[config.mk]
export PLATFORM = sky130hd
export DESIGN_NAME = fir_tap_accumulator
export DESIGN_NICKNAME = d
export VERILOG_FILES = /design/src/rtl/fir_pkg.sv /design/src/rtl/fir_round_sat.sv /design/src/rtl/fir_tap_accumulator.sv
export SDC_FILE = /design/constraint.sdc
export NUM_CORES = 1
export LEC_CHECK = 0
export CORE_MARGIN = 2
export CORE_UTILIZATION = 55
export CTS_BUF_LIST = sky130_fd_sc_hd__clkbuf_8 sky130_fd_sc_hd__clkbuf_16
export CTS_CLUSTER_SIZE = 24
export DETAILED_ROUTE_END_ITERATION = 6
export GPL_TIMING_DRIVEN = 1
export HOLD_SLACK_MARGIN = 0.03
export PLACE_DENSITY = 0.77
export SYNTH_ARGS = -nofsm -noshare
export SYNTH_HDL_FRONTEND = slang
export SYNTH_SLANG_ARGS = --single-unit
[constraint.sdc]
create_clock -name clk -period 10.8 [get_ports clk]
set_input_delay 2.16 -clock clk [delete_from_list [all_inputs] [get_ports clk]]
set_output_delay 2.16 -clock clk [all_outputs]
set_load 0.005 [all_outputs]
[src/rtl/fir_pkg.sv]
// rtl/fir_pkg.sv - shared FIR datapath defaults, clog2 helper and output limits
package fir_pkg;

    localparam int NUM_TAPS_DEF  = 8;
    localparam int PROD_W_DEF    = 64;
    localparam int ACC_W_DEF     = 67;
    localparam int OUT_W_DEF     = 32;
    localparam int OUT_SHIFT_DEF = 15;

    localparam logic signed [OUT_W_DEF-1:0] OUT_MAX_DEF = {1'b0, {(OUT_W_DEF-1){1'b1}}};
    localparam logic signed [OUT_W_DEF-1:0] OUT_MIN_DEF = {1'b1, {(OUT_W_DEF-1){1'b0}}};

    function automatic int clog2(input int value);
        int bits;
        bits = 0;
        for (int i = 0; i < 31; i++) begin
            if ((1 << i) < value) begin
                bits = i + 1;
            end
        end
        return bits;
    endfunction

endpackage

[src/rtl/fir_round_sat.sv]
// rtl/fir_round_sat.sv - round-half-up, arithmetic shift and saturate ACC_W -> OUT_W
module fir_round_sat #(
    parameter int ACC_W     = 67,
    parameter int OUT_W     = 32,
    parameter int OUT_SHIFT = 15
) (
    input  logic signed [ACC_W-1:0] sum,
    output logic signed [OUT_W-1:0] data,
    output logic                    sat
);

    localparam logic [OUT_W-1:0] SAT_HI = {1'b0, {(OUT_W-1){1'b1}}};
    localparam logic [OUT_W-1:0] SAT_LO = {1'b1, {(OUT_W-1){1'b0}}};

    // One guard bit keeps the rounding addend from overflowing the sum.
    logic signed [ACC_W:0] wide;
    logic signed [ACC_W:0] shifted;
    logic                  fits;

    assign wide = {sum[ACC_W-1], sum};

    generate
        if (OUT_SHIFT == 0) begin : g_no_shift
            assign shifted = wide;
        end else begin : g_shift
            localparam logic [ACC_W:0] HALF = {{ACC_W{1'b0}}, 1'b1} << (OUT_SHIFT - 1);
            assign shifted = (wide + $signed(HALF)) >>> OUT_SHIFT;
        end
    endgenerate

    // The value fits when every bit above the output sign bit matches it.
    assign fits = (shifted[ACC_W:OUT_W-1] == '0) || (shifted[ACC_W:OUT_W-1] == '1);
    assign sat  = !fits;
    assign data = fits ? shifted[OUT_W-1:0] : (shifted[ACC_W] ? SAT_LO : SAT_HI);

endmodule

[src/rtl/fir_tap_accumulator.sv]
// rtl/fir_tap_accumulator.sv - sums NUM_TAPS tap products into one scaled output sample
module fir_tap_accumulator
    import fir_pkg::*;
#(
    parameter int NUM_TAPS  = NUM_TAPS_DEF,
    parameter int PROD_W    = PROD_W_DEF,
    parameter int ACC_W     = ACC_W_DEF,
    parameter int OUT_W     = OUT_W_DEF,
    parameter int OUT_SHIFT = OUT_SHIFT_DEF
) (
    input  logic                          clk,
    input  logic                          rst,
    input  logic                          clear,
    input  logic                          prod_valid,
    input  logic signed [PROD_W-1:0]      prod_data,
    output logic                          prod_ready,
    output logic [clog2(NUM_TAPS)-1:0]    tap_idx,
    output logic                          out_valid,
    output logic signed [OUT_W-1:0]       out_data,
    output logic                          out_sat,
    input  logic                          out_ready
);

    localparam int              IDX_W    = clog2(NUM_TAPS);
    localparam logic [IDX_W-1:0] LAST_TAP = IDX_W'(NUM_TAPS - 1);

    logic signed [ACC_W-1:0] acc;
    logic signed [ACC_W-1:0] sum;
    logic signed [OUT_W-1:0] rs_data;
    logic                    rs_sat;
    logic                    accept;
    logic                    final_accept;

    assign prod_ready   = !out_valid || out_ready;
    assign accept       = prod_valid && prod_ready && !clear;
    assign final_accept = accept && (tap_idx == LAST_TAP);
    assign sum          = acc + {{(ACC_W-PROD_W){prod_data[PROD_W-1]}}, prod_data};

    fir_round_sat #(
        .ACC_W    (ACC_W),
        .OUT_W    (OUT_W),
        .OUT_SHIFT(OUT_SHIFT)
    ) u_round_sat (
        .sum (sum),
        .data(rs_data),
        .sat (rs_sat)
    );

    always_ff @(posedge clk or posedge rst) begin
        if (rst) begin
            acc     <= '0;
            tap_idx <= '0;
        end else if (clear || final_accept) begin
            acc     <= '0;
            tap_idx <= '0;
        end else if (accept) begin
            acc     <= sum;
            tap_idx <= tap_idx + IDX_W'(1);
        end
    end

    // A new sample may load in the same cycle the old one is taken, so no bubble.
    always_ff @(posedge clk or posedge rst) begin
        if (rst) begin
            out_valid <= 1'b0;
            out_data  <= '0;
            out_sat   <= 1'b0;
        end else if (final_accept) begin
            out_valid <= 1'b1;
            out_data  <= rs_data;
            out_sat   <= rs_sat;
        end else if (out_valid && out_ready) begin
            out_valid <= 1'b0;
        end
    end

endmodule

After elaboration in Yosys (flattened, before gate mapping)

Index checks and enable logic that the tools add are counted.

Bits in registers: 104
Bits of input ports: 69
Logic and storage cells: 31

$add $sub $neg: 3
Equal/unequal tests: 2
Muxes and demuxes: 8
Reduce and logical (&&, ||, !) cells: 13

Operators with widths:

| cell                   | number |
|---|---|
| $mux 67                | 2 |
| $add 67x16->68 const B | 1 |
| $add 67x67->67         | 1 |
| $mux 32                | 2 |
| $eq 37x37->1 const B   | 1 |
| $logic_not 37->1       | 1 |
| $mux 3                 | 2 |
| $logic_and 1x1->1      | 4 |
| $reduce_bool 2->1      | 2 |
| $add 3x1->3 const B    | 1 |
| $eq 3x3->1 const B     | 1 |
| $logic_not 1->1        | 3 |
| $logic_or 1x1->1       | 3 |
| $mux 1                 | 2 |

Longest topological paths before layout

Depth in word-level cells: 7
Depth in mapped cells: 21
Gate-level depth less buffers: 18

By module

A second synthesis with hierarchy kept.

Cells, all modules: 1129
Area total of the unflattened synthesis: 9643.0 µm²

Modules (own cells, without submodules):

| module              | times used | cells each | area each (µm²) |
|---|---|---|---|
| fir_tap_accumulator | 1          | 868        | 7780.0 |
| fir_round_sat       | 1          | 261        | 1863.0 |

Worst setup path before layout

Ideal clock, no wire load.

Kind: in2reg
From: input prod_data[0]
To: register out_data[10]
Arrival: 7.095 ns
Required time: 10.704 ns
Slack: 3.610 ns
Stages on the path: 19
Path buffers: 2
Cell sequence: ha_1 > fa_1 > a211oi_2 > o21ai_2 > a32o_1 > or3_1 > xor2_1 > nand3_1 > nor4_1 > nand2_1 > or4b_1 > or4b_1 > xnor2_1 > nand3_1 > or4_4 > and2_1 > buf_6 > buf_6 > a311oi_2

Word-level cells in the longest chain between the ends: 5

Ends and longest elaborated chain:

| element                                                 | RTL line                  | source |
|---|---|---|
| start, declared                                         | fir_tap_accumulator.sv:15 | `input logic signed [PROD_W-1:0] prod_data,` |
| $add 67x67->67 *                                        | fir_tap_accumulator.sv:37 | `assign sum = acc + {{(ACC_W-PROD_W){prod_data[PROD_W-1]}}, prod_data};` |
| $add 67x16->68 *                                        | fir_round_sat.sv:27       | `assign shifted = (wide + $signed(HALF)) >>> OUT_SHIFT;` |
| $eq 37x37->1 / $logic_not 37->1 (equally long branches) | fir_round_sat.sv:32       | `assign fits = (shifted[ACC_W:OUT_W-1] == '0) \|\| (shifted[ACC_W:OUT_W-1] == '1);` |
| $logic_or 1x1->1                                        | fir_round_sat.sv:32       |  |
| $mux 32 *                                               | fir_round_sat.sv:34       | `assign data = fits ? shifted[OUT_W-1:0] : (shifted[ACC_W] ? SAT_LO : SAT_HI);` |
| end signal, assigned                                    | fir_tap_accumulator.sv:70 | `out_data <= rs_data;` |
| end, declared                                           | fir_tap_accumulator.sv:19 | `output logic signed [OUT_W-1:0] out_data,` |

Every way passes the cells marked *; elsewhere a longest branch is shown, timed or not.
A chain may end at the register's enable or synchronous reset.

Final worst setup path

From: input prod_data[0]
To: register out_data[6]

Same word-level chain as after synthesis.

==> run summary <==
Reg2Reg Depth: 17
Most common library cells after synthesis: 162 x nand2_1, 131 x nor2_1, 104 x dfrtp_1
Crit path DAT: 8840 ps
Fraction of registers with async set or reset after synthesis: 100%
Routed len/inst: 21.7 microns
Io pins: 107
Share of layout cells above drive strength 1: 8.02%
Net Switching: 890 uW
Leakage dissipation: 0.00491 uW
Yosys warnings: 0
# hold bufs at CTS: 0
Yosys top cell by area: dfrtp_1
Sequential share of power: 24.6%
Slew Viols, Final: 0
Worst Setup SP: prod_data[0]
Critical path endpoint category: flop
CTS Buf Count: 9
WHS Endpoint: acc[30]$_DFFE_PP0P_
CTS resizes: 0
Worst EP required: 11080 ps
Net Sw Frac: 48.1%
Total power draw: 1850 uW
Cell count after synthesis: 1376
Setup bufs post-CTS: 0
Worst hold path class: reg -> reg
Fin crit share: 79.3%
Mapped Nets: 1515
Bufs on Longest Clock Path: 2
Setup TNS: 0 ps
TritonCTS clock tree: built
Hold Startpoint: acc[30]$_DFFE_PP0P_
Reg-to-Reg End: out_data[6]$_DFFE_PP0P_
DRC: 0
Maximum VDD drop: 0.0000848 V
Final Cell Area: 0.0124 sq mm
Clk sinks: 104
RSZ-0062 raised after global routing: no
Die extent in y: 145 microns
Root Driver: clkbuf_16
Clock share of power: 18.5%
Setup crit start kind: input port
# nets final: 1555
Starting DRT DRC Count: 1118
Core area: 0.0195 sq mm
Status: finished, final reports clean
DP HPWL: 29000 microns
P_int: 959 uW
Cell Area, Synth: 0.0110 sq mm
Minimum clock period: 8560 ps
Routed Antenna Nets: 0
DR vias: 11300
Fin util: 63.4%
Post-synth EDFFs: 0
Final Skew: 16.2 ps
#FFs+latches synth: 104
Worst-Margin Slew: 1210 ps
Clock transition at path regs: 80 ps
Die area: 0.0211 sq mm
Clock latency on the worst-skew pair: 380 ps
Final Hold Vio Count: 0
Initial antenna violation count: 0
Pre-antenna DRT Iters: 6
Placed inst area: 0.0121 sq mm
# diodes: 0
Register area share after synthesis: 23.7%
Max Cap Viol: 0
Slew headroom: 19.0%
Ranking of synthesized cells by area: dfrtp_1 24%, ha_1 7.9%, nand2_1 5.5%, a21oi_1 4.6%, nor2_1 4.5%
Initial Util: 56.3%
Die Wd: 145 microns
DR vias/cell: 6.70
Flop2flop setup slack: 4050 ps
Critical path fanouts, max: 31
Area fraction of the dominant cell type after synthesis: 23.7%
H-tree levels: 3
First-pass GRT wire length: 57700 microns
Total global routing overflow: 0
Vias in the first global route: 10500
IO buf count: 106
FP Rows: 51
Top_reg_cell synth: dfrtp_1
R2r startpoint: acc[0]$_DFFE_PP0P_
Power per standard cell area: 149 mW/mm^2
Total Routed Length: 36600 microns
Most numerous cell in the Yosys netlist: nand2_1
Hold path depth: 2
GP Congestion: 1.03
Layout Area Growth over Synthesis: 12.5%
Post-synthesis cell type count: 100
Combinational share of power: 56.9%
Pin count of the biggest net entering global routing: 63
GRT Total Usage: 34.0%
Syn avg cell area: 7.99 sq um
Final setup vio count: 0
Fmax achieved: 117 MHz
Critical path type: in -> reg
[metal layers]
metal / track usage (%) / vias to the layer above / wire [microns]
met3: 6.74 / 88 / 3060
met1: 46.2 / 5384 / 15600
met2: 52.9 / 511 / 16200
met5: 0 / - / 0
li1: - / 5311 / -
met4: 15.0 / 0 / 1740
[worst max-delay path, stage by stage]
cell and delay, ps:
clkdlybuf4s50_1 400, ha_1 240, fa_1 450, a211oi_2 320, o21ai_2 170, a32o_1 310
or3_1 420, xor2_1 300, nand3_1 130, nor4_1 760, nand2_1 350, or4b_1 650
or4b_1 510, xnor2_1 190, nand3_1 100, or4_4 510, and2_2 460, a311oi_1 350
[power groups by stage]
stage          logic (uW)  clock network (uW)  registers (uW)
2_1_floorplan         745                   0             455
3_3_place_gp         1010                   0             461
3_5_place_dp         1020                   0             462
4_1_cts              1020                 347             455
5_1_grt              1130                 361             460
6_report             1050                 342             456
[cell type report]
type	instances	area [sq um]
multi-input combinational	1164	7920
fill	1815	7150
sequential	104	2600
timing repair buffer	116	1140
tap	265	332
clock buffer	9	225
inverter	21	81.3
clock inverter	7	73.8
[cells by family (layout without fill, tap and decap cells)]
family | Yosys count | in the layout | share of synthesized area [%]
and+or+nand+nor | 544 | 544 | 25.2
AOI/OAI and AO/OA | 456 | 456 | 30.7
xor gates and xnor gates | 83 | 83 | 6.78
adders and majority gates | 70 | 70 | 8.03
muxes | 11 | 11 | 1.06
DFF | 104 | 104 | 23.7
buffers and inverters | 108 | 153 | 4.52
[sequential cells by signal, summed over array words and instances (netlist names)]
name       flops
out_valid      1
out_data      32
out_sat        1
acc           67
tap_idx        3
[how the worst max path moves through the flow]
stage	endpoint	slack, ps	depth (start not counted)
after floorplan	out_data[10]$_DFFE_PP0P_	3610	19
after global placement	out_data[6]$_DFFE_PP0P_	2050	18
after detailed placement	out_data[6]$_DFFE_PP0P_	1930	18
after CTS	out_data[6]$_DFFE_PP0P_	2290	18
after global routing	out_data[6]$_DFFE_PP0P_	1950	18
final	out_data[6]$_DFFE_PP0P_	2240	18
[layout by cell type (no fill, tap or decap), types with 6 or more instances in the layout]
master	Yosys	routed
o31ai_1	6	6
a21oi_1	100	99
a21o_1	26	26
a31oi_1	10	10
clkbuf_16	0	9
dfrtp_1	104	104
nand4_1	58	58
nor2_1	131	131
ha_1	69	69
nor3_1	36	35
buf_4	7	10
nand3_1	32	32
and2_1	17	15
xnor2_1	48	48
xor2_1	34	34
inv_1	21	20
o21a_1	11	11
a311oi_2	29	29
a22o_1	37	37
mux2i_1	6	6
o21bai_1	12	12
a21oi_2	6	6
o21ai_0	91	91
a221oi_1	6	6
and3_1	13	13
a211oi_1	11	11
o21ai_1	16	16
or3_1	13	13
and4_1	12	12
nor4_1	19	19
o211ai_1	11	11
clkdlybuf4s50_1	0	106
nand2_1	162	162
[per-stage QoR]
step                setup WS [ps]  hold slack, ps  cells
CTS                          2290             492   1686
finish                       2240             489   1686
floorplan                    3610             454   1376
global placement             2050             465   1670
global route                 1950             521   1686
detailed placement           1930             475   1670
(Power assumes the default switching activity.)
